$ cat config.mk
export PLATFORM = sky130hd
export DESIGN_NAME = cordic_mp_arbiter
export DESIGN_NICKNAME = d
export VERILOG_FILES = /design/src/rtl/cordic_arb_pkg.sv /design/src/rtl/cordic_arb_tagpipe.sv /design/src/rtl/cordic_mp_arbiter.sv
export SDC_FILE = /design/constraint.sdc
export NUM_CORES = 1
export LEC_CHECK = 0
export ABC_AREA = 1
export CORE_MARGIN = 2
export CORE_UTILIZATION = 48
export CTS_CLUSTER_SIZE = 10
export DETAILED_ROUTE_END_ITERATION = 7
export GPL_TIMING_DRIVEN = 0
export PLACE_DENSITY = 0.86
export SETUP_SLACK_MARGIN = 0.05
export SLEW_MARGIN = 25
export SYNTH_ARGS = -nofsm -noshare
export SYNTH_HDL_FRONTEND = slang
export SYNTH_SLANG_ARGS = --single-unit
$ cat constraint.sdc
create_clock -name clk -period 8.95 [get_ports clk]
set_input_delay 2.2375 -clock clk [delete_from_list [all_inputs] [get_ports clk]]
set_output_delay 2.2375 -clock clk [all_outputs]
set_load 0.01 [all_outputs]
$ cat src/rtl/cordic_arb_pkg.sv
// Shared types and helpers for CORDIC pipeline sharing.
// tag_t   : {vld, id} travelling alongside a CORDIC operation.
// state_t : hold/drain FSM states.
// rr_pick : round-robin one-hot grant starting one past ptr.
// The tag id field is sized for the largest supported requester count (16);
// users keep only the low $clog2(NREQ) bits.
package cordic_arb_pkg;

  localparam int unsigned ARB_MAX_REQ = 16;
  localparam int unsigned ARB_ID_W    = 4;

  typedef struct packed {
    logic                vld;
    logic [ARB_ID_W-1:0] id;
  } tag_t;

  typedef enum logic [1:0] {
    RUN   = 2'd0,
    DRAIN = 2'd1,
    HELD  = 2'd2
  } state_t;

  // Scan valid from ptr+1 upward, wrapping modulo nreq; first set bit wins.
  function automatic logic [ARB_MAX_REQ-1:0] rr_pick(
    input logic [ARB_MAX_REQ-1:0] valid,
    input logic [ARB_ID_W-1:0]    ptr,
    input int unsigned            nreq
  );
    logic [ARB_MAX_REQ-1:0] grant;
    logic                   found;
    logic [ARB_ID_W-1:0]    idx;
    grant = '0;
    found = 1'b0;
    for (int unsigned k = 1; k <= ARB_MAX_REQ; k++) begin
      idx = ARB_ID_W'((32'(ptr) + k) % nreq);
      if ((k <= nreq) && !found && valid[idx]) begin
        grant[idx] = 1'b1;
        found      = 1'b1;
      end
    end
    return grant;
  endfunction

endpackage

$ cat src/rtl/cordic_arb_tagpipe.sv
// LAT-deep shift register of tag_t, delaying each tag to line up with the
// result of the CORDIC operation it describes.
// Ports: clk, reset (async, active-high), tag_in, tag_out (= tag_in delayed LAT clocks).
module cordic_arb_tagpipe
  import cordic_arb_pkg::*;
#(
  parameter int unsigned LAT = 10
) (
  input  logic clk,
  input  logic reset,
  input  tag_t tag_in,
  output tag_t tag_out
);

  tag_t pipe_q [LAT];
  tag_t pipe_d [LAT];

  // Shift one stage per clock
  always_comb begin
    pipe_d[0] = tag_in;
    for (int unsigned i = 1; i < LAT; i++) begin
      pipe_d[i] = pipe_q[i-1];
    end
  end

  always_ff @(posedge clk or posedge reset) begin
    if (reset) begin
      for (int unsigned i = 0; i < LAT; i++) begin
        pipe_q[i] <= '0;
      end
    end else begin
      pipe_q <= pipe_d;
    end
  end

  assign tag_out = pipe_q[LAT-1];

endmodule

$ cat src/rtl/cordic_mp_arbiter.sv
// Round-robin sharing of one fixed-latency magnitude/phase CORDIC among NREQ
// requesters, with an id tag pipeline routing results back and a hold/drain FSM.
// Optional feature macro: CORDIC_ARB_STATS_EN adds per-requester accept counters
// (stat_cnt out, stat_clr in).
// Ports:
//   clk, reset                    clock, async active-high reset
//   req_valid/req_ready           per-requester handshake (ready one-hot or zero)
//   req_x/req_y                   packed signed operands, XY_WIDTH each
//   cor_st/cor_xin/cor_yin        issue to CORDIC
//   cor_rdy/cor_mag/cor_ph        result from CORDIC
//   res_valid/res_id/res_mag/res_ph  routed result strobe
//   hold/hold_ack                 quiesce request / pipeline empty
//   err                           sticky tag vs. cor_rdy mismatch
module cordic_mp_arbiter
  import cordic_arb_pkg::*;
#(
  parameter  int unsigned NREQ     = 4,
  parameter  int unsigned N        = 8,
  parameter  int unsigned XY_WIDTH = 12,
  parameter  int unsigned LAT      = N + 2,
  localparam int unsigned ID_W     = $clog2(NREQ)
) (
  input  logic                     clk,
  input  logic                     reset,
  input  logic [NREQ-1:0]          req_valid,
  output logic [NREQ-1:0]          req_ready,
  input  logic [NREQ*XY_WIDTH-1:0] req_x,
  input  logic [NREQ*XY_WIDTH-1:0] req_y,
  output logic                     cor_st,
  output logic [XY_WIDTH-1:0]      cor_xin,
  output logic [XY_WIDTH-1:0]      cor_yin,
  input  logic                     cor_rdy,
  input  logic [XY_WIDTH-1:0]      cor_mag,
  input  logic [XY_WIDTH+1:0]      cor_ph,
  output logic                     res_valid,
  output logic [ID_W-1:0]          res_id,
  output logic [XY_WIDTH-1:0]      res_mag,
  output logic [XY_WIDTH+1:0]      res_ph,
  input  logic                     hold,
  output logic                     hold_ack,
  output logic                     err
`ifdef CORDIC_ARB_STATS_EN
  ,
  output logic [NREQ*16-1:0]       stat_cnt,
  input  logic                     stat_clr
`endif
);

  localparam int unsigned CNT_W = $clog2(LAT + 2);

  state_t               state_q, state_d;
  logic [ID_W-1:0]      ptr_q, ptr_d;
  logic                 cor_st_q, cor_st_d;
  logic [XY_WIDTH-1:0]  xin_q, xin_d, yin_q, yin_d;
  logic [ID_W-1:0]      iss_id_q, iss_id_d;
  logic [CNT_W-1:0]     cnt_q, cnt_d;
  logic                 res_valid_q, res_valid_d;
  logic [ID_W-1:0]      res_id_q, res_id_d;
  logic [XY_WIDTH-1:0]  res_mag_q, res_mag_d;
  logic [XY_WIDTH+1:0]  res_ph_q, res_ph_d;
  logic                 err_q, err_d;
  logic                 hold_ack_q, hold_ack_d;

  logic [ARB_MAX_REQ-1:0] pick_c;
  logic [NREQ-1:0]        grant_c;
  logic [ID_W-1:0]        win_c;
  logic                   fire_c;
  tag_t                   tag_in, tag_out;

  // Arbitration: depends only on req_valid, ptr and state
  always_comb begin
    pick_c  = rr_pick(ARB_MAX_REQ'(req_valid), ARB_ID_W'(ptr_q), NREQ);
    grant_c = (state_q == RUN) ? pick_c[NREQ-1:0] : '0;
    win_c   = '0;
    for (int unsigned i = 0; i < NREQ; i++) begin
      if (grant_c[i]) win_c = ID_W'(i);
    end
    fire_c  = |(req_valid & grant_c);
  end

  // Pick bits above NREQ and tag id bits above ID_W are structurally zero
  if (NREQ < ARB_MAX_REQ) begin : g_pick_pad
    logic unused_pick;
    assign unused_pick = |pick_c[ARB_MAX_REQ-1:NREQ];
  end
  if (ID_W < ARB_ID_W) begin : g_id_pad
    logic unused_id;
    assign unused_id = |tag_out.id[ARB_ID_W-1:ID_W];
  end

  // Issue, result capture, in-flight count and FSM next state
  always_comb begin
    ptr_d       = ptr_q;
    cor_st_d    = fire_c;
    xin_d       = xin_q;
    yin_d       = yin_q;
    iss_id_d    = iss_id_q;
    cnt_d       = cnt_q;
    res_valid_d = cor_rdy & tag_out.vld;
    res_id_d    = res_id_q;
    res_mag_d   = res_mag_q;
    res_ph_d    = res_ph_q;
    err_d       = err_q | (cor_rdy != tag_out.vld);
    state_d     = state_q;

    if (fire_c) begin
      ptr_d    = win_c;
      xin_d    = req_x[32'(win_c) * XY_WIDTH +: XY_WIDTH];
      yin_d    = req_y[32'(win_c) * XY_WIDTH +: XY_WIDTH];
      iss_id_d = win_c;
    end

    if (res_valid_d) begin
      res_id_d  = ID_W'(tag_out.id);
      res_mag_d = cor_mag;
      res_ph_d  = cor_ph;
    end

    // Simultaneous issue and retire leaves the count unchanged
    case ({cor_st_q, tag_out.vld})
      2'b10:   cnt_d = cnt_q + CNT_W'(1);
      2'b01:   cnt_d = cnt_q - CNT_W'(1);
      default: cnt_d = cnt_q;
    endcase

    case (state_q)
      RUN:   if (hold) state_d = DRAIN;
      // Empty once nothing is counted, nothing is entering and no tag is retiring
      DRAIN: if (!hold) state_d = RUN;
             else if ((cnt_q == '0) && !cor_st_q && !tag_out.vld) state_d = HELD;
      HELD:  if (!hold) state_d = RUN;
      default: state_d = RUN;
    endcase

    hold_ack_d = (state_d == HELD);
  end

  always_ff @(posedge clk or posedge reset) begin
    if (reset) begin
      state_q     <= RUN;
      ptr_q       <= ID_W'(NREQ - 1);
      cor_st_q    <= 1'b0;
      xin_q       <= '0;
      yin_q       <= '0;
      iss_id_q    <= '0;
      cnt_q       <= '0;
      res_valid_q <= 1'b0;
      res_id_q    <= '0;
      res_mag_q   <= '0;
      res_ph_q    <= '0;
      err_q       <= 1'b0;
      hold_ack_q  <= 1'b0;
    end else begin
      state_q     <= state_d;
      ptr_q       <= ptr_d;
      cor_st_q    <= cor_st_d;
      xin_q       <= xin_d;
      yin_q       <= yin_d;
      iss_id_q    <= iss_id_d;
      cnt_q       <= cnt_d;
      res_valid_q <= res_valid_d;
      res_id_q    <= res_id_d;
      res_mag_q   <= res_mag_d;
      res_ph_q    <= res_ph_d;
      err_q       <= err_d;
      hold_ack_q  <= hold_ack_d;
    end
  end

  // Tag enters alongside cor_st and leaves aligned with cor_rdy
  always_comb begin
    tag_in     = '0;
    tag_in.vld = cor_st_q;
    tag_in.id  = ARB_ID_W'(iss_id_q);
  end

  cordic_arb_tagpipe #(.LAT(LAT)) u_tagpipe (
    .clk     (clk),
    .reset   (reset),
    .tag_in  (tag_in),
    .tag_out (tag_out)
  );

  assign req_ready = grant_c;
  assign cor_st    = cor_st_q;
  assign cor_xin   = xin_q;
  assign cor_yin   = yin_q;
  assign res_valid = res_valid_q;
  assign res_id    = res_id_q;
  assign res_mag   = res_mag_q;
  assign res_ph    = res_ph_q;
  assign err       = err_q;
  assign hold_ack  = hold_ack_q;

`ifdef CORDIC_ARB_STATS_EN
  logic [15:0] stat_q [NREQ];
  logic [15:0] stat_d [NREQ];

  // Saturating per-requester accept counters
  always_comb begin
    for (int unsigned i = 0; i < NREQ; i++) begin
      stat_d[i] = stat_q[i];
      if (stat_clr) begin
        stat_d[i] = '0;
      end else if (req_valid[i] && grant_c[i] && (stat_q[i] != 16'hFFFF)) begin
        stat_d[i] = stat_q[i] + 16'd1;
      end
    end
  end

  always_ff @(posedge clk or posedge reset) begin
    if (reset) begin
      for (int unsigned i = 0; i < NREQ; i++) begin
        stat_q[i] <= '0;
      end
    end else begin
      stat_q <= stat_d;
    end
  end

  always_comb begin
    for (int unsigned i = 0; i < NREQ; i++) begin
      stat_cnt[i*16 +: 16] = stat_q[i];
    end
  end
`endif

endmodule
# Yosys cells after proc, flatten, opt, wreduce, memory -nomap -nowiden
# Index checks and enable logic that the tools add are counted.
# word_totals
wordCells	113
inputBits	130
output_inout_bits	60
reg_bits	96
# op_classes
order_cmp	8
add_sub_neg	6
n_mul	1
reduce_logical	18
bitwise	6
shifts	2
n_eq_ne	6
mux	33
# op_table
op	count
48-bit by 7-bit indexed part select with 12-bit output	2
2-bit by 5-bit less-than comparator with 1-bit output, second input constant	4
4-bit 2-to-1 mux	5
1-bit 2-to-1 mux	12
2-bit 2-to-1 mux	6
4-bit bitwise OR	3
1-bit logical AND	9
1-bit binary-select mux with 2-bit select	4
1-bit demux with 2-bit select	4
2-bit by 1-bit >= comparator with 1-bit output, second input constant	4
4-bit one-hot mux with 2 select lines	1
2-bit == test, second input constant	3
2-bit one-hot mux with 3 select lines	1
1-bit zero test	5
2-bit by 1-bit adder with 2-bit output, second input constant	2
2-bit adder, second input constant	2
4-bit by 1-bit adder with 4-bit output, second input constant	1
4-bit AND	1
2-bit by 1-bit == test with 1-bit output, second input constant	2
4-bit zero test	1
2-bit by 2-bit multiplier with 4-bit output, second input constant	1
4-bit OR reduction	1
4-bit by 1-bit subtractor with 4-bit output, second input constant	1
2-bit zero test	1
4 further kinds	4

# Logic depth before layout (Yosys ltp)
# Gate-level depths: netlist of the first run.
# depth
depth_word	19
mapped_depth	20

# Modules after synthesis
# A second synthesis of the first run with hierarchy kept.
# hier_totals
cells_unflattened	642
hier_area_um2	5540.3
# by_module_without_submodules
module	n_inst	cells_per_inst	seq_area_each_um2	area_each_um2
cordic_mp_arbiter	1	591	1654.1	4285.4
cordic_arb_tagpipe	1	51	1251.2	1255.0

# Least setup slack after synthesis of the first run
# Ideal clock, no wire load.
# synth_timing
path_kind	input to output
from	input port req_valid[2]
to	output port req_ready[2]
path_buffers	1
t_arrival_ps	3276
stages	10
setup_slack_ps	3437
required_time_ps	6713
cell_sequence	nand2_1 > nand3_4 > nand2_4 > nand2_4 > nor2_4 > nand2_1 > nand3_1 > nand2_2 > clkbuf_1 > inv_1
# synth_via
elab_chain_len	13
word_cells_on_any_way	25
cone_classes	mux: 16; bitwise: 3; reduce/logical: 6
# synth_rtl
item	line	text
start: declaration	cordic_mp_arbiter.sv:25	input logic [NREQ-1:0] req_valid,
1-bit binary-select mux with 2-bit select	cordic_arb_pkg.sv:36	if ((k <= nreq) && !found && valid[idx]) begin
1-bit 2-to-1 mux (not written as such)	cordic_arb_pkg.sv:36	
1-bit 2-to-1 mux	cordic_arb_pkg.sv:36	
1-bit zero test	cordic_arb_pkg.sv:36	
1-bit logical AND	cordic_arb_pkg.sv:36	
1-bit 2-to-1 mux	cordic_arb_pkg.sv:36	
1-bit zero test	cordic_arb_pkg.sv:36	
1-bit logical AND	cordic_arb_pkg.sv:36	
1-bit 2-to-1 mux	cordic_arb_pkg.sv:36	
1-bit zero test	cordic_arb_pkg.sv:36	
1-bit logical AND	cordic_arb_pkg.sv:36	
4-bit 2-to-1 mux (*)	cordic_arb_pkg.sv:36	
4-bit 2-to-1 mux (*)	cordic_mp_arbiter.sv:73	grant_c = (state_q == RUN) ? pick_c[NREQ-1:0] : '0;
end: declaration	cordic_mp_arbiter.sv:26	output logic [NREQ-1:0] req_ready,
# Mark *: on every way between the ends. The rest lies on a longest branch, timed or not. The select of a mux whose other input is x is not followed.

# Worst setup path after layout of the first run
# layout_timing
from	input port req_valid[0]
to	output port req_ready[2]
# Same word-level chain as after synthesis.

==> results of run 1 <==
## per-stage QoR
step	total power [uW]	setup slack, ns
2_1_floorplan	1530	3.44
3_3_place_gp	2000	2.22
3_5_place_dp	2060	2.12
4_1_cts	2340	2.11
5_1_grt	2520	1.93
6_report	2330	2.10
## layer usage
| metal | wire length (um) | vias to the layer above | global-route usage | part of all wire |
|---|---|---|---|---|
| met2 | 6390 | 203 | 0.409 | 0.50 |
| met3 | 1100 | 19 | 0.0546 | 0.086 |
| met5 | 0 | - | 0 | 0 |
| met4 | 171 | 0 | 0.0733 | 0.013 |
| li1 | - | 2260 | - | - |
| met1 | 5140 | 2104 | 0.274 | 0.40 |
## cell families (layout without fill, tap and decap cells)
group,after synthesis,count (layout),share of synthesized area
compound gates,58,58,0.0626
mux,28,28,0.0629
simple gates,280,280,0.240
buf+inv,141,347,0.116
xor+xnor,3,3,0.00524
flops,96,96,0.480
fa+ha+maj,13,13,0.0339
## flip-flops by register name, indices dropped and copies added (netlist names)
signal	flops
u_tagpipe.pipe_d	27
res_ph	14
cor_xin	12
cor_yin	12
res_mag	12
cnt_q	4
u_tagpipe.tag_out	3
iss_id_q	2
ptr_q	2
res_id	2
state_q	2
cor_st	1
err	1
hold_ack	1
res_valid	1
## Yosys cell counts (all sizes together)
| master | number |
|---|---|
| nand2 | 247 |
| inv | 119 |
| dfrtp | 94 |
| mux2 | 28 |
| a21oi | 26 |
| o21ai | 26 |
| nand3 | 22 |
| buf | 15 |
| ha | 12 |
| nor2 | 9 |
| clkbuf | 6 |
| a211oi | 3 |
| a31oi | 2 |
| dfstp | 2 |
| xnor2 | 2 |
| clkinv | 1 |
| fa | 1 |
| nor4 | 1 |
| o22ai | 1 |
| or2 | 1 |
| xor2 | 1 |
## area by class of cell
| cell class | instances | area [sq um] | area share |
|---|---|---|---|
| Buffer | 21 | 128 | 0.0175 |
| Tap cell | 136 | 170 | 0.0233 |
| Timing Repair Buffer | 190 | 1920 | 0.263 |
| Multi-Input combinational cell | 382 | 2030 | 0.278 |
| Sequential cell | 96 | 2400 | 0.329 |
| Clock buffer | 11 | 151 | 0.0207 |
| Clock inverter | 5 | 45.0 | 0.00617 |
| Inverter | 120 | 458 | 0.0627 |
## power by group through the flow
| stage | sequential, uW | combinational, uW | clock [uW] |
|---|---|---|---|
| 3_3_place_gp | 713 | 1290 | 0 |
| 5_1_grt | 741 | 1490 | 297 |
| 3_5_place_dp | 726 | 1330 | 0 |
| 4_1_cts | 720 | 1340 | 281 |
| 2_1_floorplan | 761 | 766 | 0 |
| 6_report | 719 | 1340 | 275 |
## worst paths after layout
path                                             endpoint                           start  slack (ns)
min in group asynchronous          res_mag[6]$_DFFE_PP0P_                           reset        2.26
min                        u_tagpipe.pipe_d[36]$_DFF_PP0_  u_tagpipe.pipe_d[41]$_DFF_PP0_        0.35
min reg2reg                u_tagpipe.pipe_d[36]$_DFF_PP0_  u_tagpipe.pipe_d[41]$_DFF_PP0_        0.35
max                                          req_ready[2]                    req_valid[0]        2.10
max reg2reg                        cor_yin[2]$_DFFE_PP0P_            ptr_q[1]$_DFFE_PP1P_        5.96
max in group asynchronous         cor_yin[10]$_DFFE_PP0P_                           reset        6.10
## worst register-to-register path, stage by stage, from the launching register on
cell and delay, ns:
dfstp_2 0.64, inv_1 0.17, ha_1 0.37, inv_1 0.13
nand3_4 0.12, nand2_4 0.11, nand2_4 0.07, nor2_4 0.14
nand2_1 0.10, nand3_1 0.09, nand2_2 0.15, nand2_2 0.20
buf_2 0.28, a21oi_1 0.09, nand2_1 0.08, nand2_1 0.06
nand2_1 0.05, nand2_1 0.05
==> results.yml, run 1 <==
routing:
  vias: 4586
  drt_wl_total_mm: 12.8
  viasPerCell: 4.77
  antenna_left: 0
  drc_errors: 0
  drt_iter0_drc: 206
  drtPass1Iterations: 5
  avgRoutedWirePerCell_um: 13.3
global_routing:
  grt_max_degree: 54
  grt_pass1_wl_mm: 20.7
  antenna_found_initial: 0
  grt_pass1_vias: 4501
  grt.overflow.total: 0
  grt_usage: 0.230
synthesis:
  synth.yosys.seq_area_share: 0.480
  synth_seq_cells: 96
  synth_top_area_share: 0.469
  netlist_instances: 619
  synth_warnings: 0
  ys_top_cells_by_area: "dfrtp_1 (47%), nand2_1 (18%), inv_1 (8.6%), mux2_2 (6.3%), ha_1 (3.0%)"
  syn_nets: 762
  syn_area_per_cell_sq_um: 8.10
  synth_top_area_cell: "dfrtp_1"
  syn_area_sq_mm: 0.00501
  ys_types: 32
setup_path:
  crit_fanout: 10
  worstPathCellList: "clkdlybuf4s50_1 -> nand2_1 -> nand3_1 -> nand2_2 -> nand2_1 -> nor2_4 -> nand2_1 -> nand3_1 -> nand2_2 -> clkbuf_1 -> inv_1 -> clkdlybuf4s50_1"
  path_class: "primary input to primary output"
  cp_num_cells: 12
  path_delay_family: "buffers and inverters"
  required_ns: 6.71
  cp_num_buf_inv: 4
  crit_path_max_incr_delay_ns: 0.52
  critPathLaunchType: "primary input"
  r2r.worst_path.cells: 17
  critPathMostFrequentCell: "nand2_1"
  endpoint_kind: "primary output"
  cp.arrival_ns: 4.61
  crit_slowest_cell: "clkdlybuf4s50_1"
floorplanning:
  die_w_um: 106
  rows: 37
  die_y_um: 106
  initial_core_util: 0.490
  ioPinCount: 190
  design.core.area_sq_mm: 0.0102
  fp.dieArea_sq_mm: 0.0113
timing:
  holdWs_ns: 0.352
  relSlewSlack: 0.629
  grt_setup_unrepaired: "no"
  fin_skew_ns: 0.0110
  final-hold-violation-count: 0
  min_period_ns: 6.85
  final_max_slew_viol_count: 0
  fin_crit_sh: 0.765
  setup_tns_ns: 0
  tightest_slew_ns: 0.554
  max_freq_mhz: 146
  setup_viol: 0
cts:
  root_buffer: "clkbuf_8"
  cts_tree: "done"
  postCtsSetupRepairBufs: 0
  ctsResizeCount: 0
  cts.sinks: 96
  clk_pin_slew_worst_paths_ns: 0.09
  htree_num_levels: 3
  cts_made_buffers: 9
  clock_path_buffers: 2
  insertion_delay_ns: 0.35
  ctsHoldBuffers: 0
place:
  port-buffer-count: 189
  dp.cells: 945
  hpwl_mm: 10.0
  place_area_sq_mm: 0.00711
  gp_congestion: 0.921
power_and_ir_drop:
  p_sw_uw: 977
  p_int_uw: 1350
  p_comb_frac: 0.573
  leakage_uw: 0.00377
  power_frac_clock: 0.118
  sw_frac_of_total: 0.420
  irDropWorstVdd_uv: 179
  p_seq_frac: 0.309
  cellPowerDensity_mw_per_mm2: 319
layout:
  post-route-util: 0.714
  fill_cells: 783
  final_nets: 963
  syn_to_final_growth_pct: 45.7
  final_common_cell: "nand2_1"
  layout_common_cells: "nand2_1 (236), clkdlybuf4s50_1 (189), inv_1 (114), dfrtp_1 (94), mux2_2 (28)"
  diodes: 0
  post_route_cells_drive_above_1_share: 0.108
  instances_no_fill: 961
  finalInstanceArea_sq_mm: 0.00731
status:
  status: "completed"
worst_hold_path:
  hp-class: "flop to flop"
  hold_path_depth: 0
flow_run:
  cap_viol_max_count: 0
No activity file was read; power rests on OpenSTA's default activity.
==> inputs of run 2 (changes only) <==
CORE_UTILIZATION = 40   (was 48)
PLACE_DENSITY = 0.77   (was 0.86)
clock period = 5.9 ns   (was 8.95 ns; I/O delays follow)
==> run 2 against run 1 <==
Effect of this change:
- count of clock-buffer cells in the layout did not move
- highest routed layer unchanged
- worst setup slack got worse by 1.5 ns
- largest cell class unchanged
- hold slack got worse by 0.0057 ns
- register-to-register slack got worse by 3.1 ns
==> results.yml, run 2 (same netlist as run 1, synthesis figures left out) <==
status:
  status: "completed"
setup_path:
  required_ns: 4.43
  r2r_slack_ns: 2.91
  timing.rr.end: "cor_xin[8]$_DFFE_PP0P_"
  rr_startpoint: "ptr_q[1]$_DFFE_PP1P_"
  endpoint_kind: "primary output"
  path_class: "primary input to primary output"
  crit_fanout: 10
  cp.arrival_ns: 3.79
  r2r.worst_path.cells: 17
  critPathLaunchType: "primary input"
floorplanning:
  design.core.area_sq_mm: 0.0121
  initial_core_util: 0.414
  rows: 40
  die_y_um: 116
  fp.dieArea_sq_mm: 0.0134
  ioPinCount: 190
  die_w_um: 116
cts:
  cts_tree: "done"
  clock_path_buffers: 2
  insertion_delay_ns: 0.33
  cts_made_buffers: 9
  htree_num_levels: 3
  clk_pin_slew_worst_paths_ns: 0.07
  root_buffer: "clkbuf_16"
  postCtsSetupRepairBufs: 0
  ctsResizeCount: 0
  ctsHoldBuffers: 0
  cts.sinks: 96
timing:
  final-hold-violation-count: 0
  grt_setup_unrepaired: "no"
  setup_viol: 0
  fin_skew_ns: 0.00575
  final_max_slew_viol_count: 0
  tightest_slew_ns: 0.590
  setup_tns_ns: 0
  relSlewSlack: 0.607
  fin_crit_sh: 0.892
  max_freq_mhz: 190
  min_period_ns: 5.27
global_routing:
  grt_usage: 0.192
  grt.overflow.total: 0
  grt_pass1_vias: 4198
  grt_pass1_wl_mm: 20.0
  antenna_found_initial: 0
  grt_max_degree: 64
routing:
  drt_wl_total_mm: 12.4
  viasPerCell: 4.37
  vias: 4341
  antenna_left: 0
  drt_iter0_drc: 259
  drc_errors: 0
  avgRoutedWirePerCell_um: 12.5
  drtPass1Iterations: 4
power_and_ir_drop:
  power.total_uw: 3680
  leakage_uw: 0.00382
  cellPowerDensity_mw_per_mm2: 494
  irDropWorstVdd_uv: 258
worst_hold_path:
  hold_start: "u_tagpipe.pipe_d[34]$_DFF_PP0_"
  hp-class: "flop to flop"
  hold_end: "u_tagpipe.pipe_d[29]$_DFF_PP0_"
  hold_path_depth: 0
layout:
  seqCellArea_sq_mm: 0.00240
  multi_input_area_sq_mm: 0.00203
  fill_cells: 1077
  syn_to_final_growth_pct: 48.7
  final_nets: 963
  post-route-util: 0.616
  diodes: 0
  layout_common_cells: "nand2_1 (236), clkdlybuf4s50_1 (189), inv_1 (114), dfrtp_1 (94), mux2_2 (28)"
  post_route_cells_drive_above_1_share: 0.107
  largest_reg_flops: 27
  final_common_cell: "nand2_1"
place:
  port-buffer-count: 189
  hpwl_mm: 9.62
  gp_congestion: 0.866
flow_run:
  cap_viol_max_count: 0
## run 2: final cells by class
type,instances,area share
flip-flops and latches,96,0.323
multi-input cells,382,0.272
repair buffers,190,0.257
inverters,120,0.0614
clock buffers,11,0.0326
well taps,168,0.0282
plain buffers,21,0.0171
clock inverters,5,0.00856
## run 2: critical path: stages
cell and delay (ns):
clkdlybuf4s50_1 0.54, nand2_1 0.13, nand3_1 0.12, nand2_2 0.08, nand2_1 0.11, nor2_4 0.05, nand2_1 0.08, nand3_1 0.09
nand2_2 0.20, clkbuf_1 0.36, inv_1 0.07, clkdlybuf4s50_1 0.49
## run 2: where the power goes
group	internal (uW)	leakage, uW	total (uW)	switching (uW)
Sequential	943	0.00120	1080	135
Combinational	923	0.00248	2020	1090
Clock	343	0.000146	586	243
## run 2: metal layers
layer / vias up / wire length (um) / track usage
met4: 0 / 162 / 0.0571
met3: 12 / 1190 / 0.0601
li1: 2262 / - / -
met1: 1891 / 5110 / 0.232
met5: - / 0 / 0
met2: 176 / 5940 / 0.329
## run 2: how the worst max path moves through the flow
stage / startpoint / to / slack (ns) / cells after the start
6_report: req_valid[0] / req_ready[2] / 0.63 / 12
4_1_cts: req_valid[0] / req_ready[2] / 0.61 / 12
3_3_place_gp: reset / cor_yin[8]$_DFFE_PP0P_ / 0.54 / 2
2_1_floorplan: req_valid[2] / req_ready[2] / 1.91 / 10
5_1_grt: req_valid[0] / req_ready[2] / 0.45 / 12
3_5_place_dp: req_valid[0] / req_ready[2] / 0.61 / 12
## run 2: stage by stage
| step | instances | setup WS [ns] | instance area, sq um | hold WS (ns) |
|---|---|---|---|---|
| final | 993 | 0.635 | 7460 | 0.346 |
| after global routing | 993 | 0.455 | 7460 | 0.355 |
| after CTS | 993 | 0.607 | 7460 | 0.350 |
| after detailed placement | 977 | 0.610 | 7150 | 0.335 |
| after global placement | 976 | 0.545 | 7120 | 0.332 |
| after floorplan | 619 | 1.91 | 5010 | 0.331 |
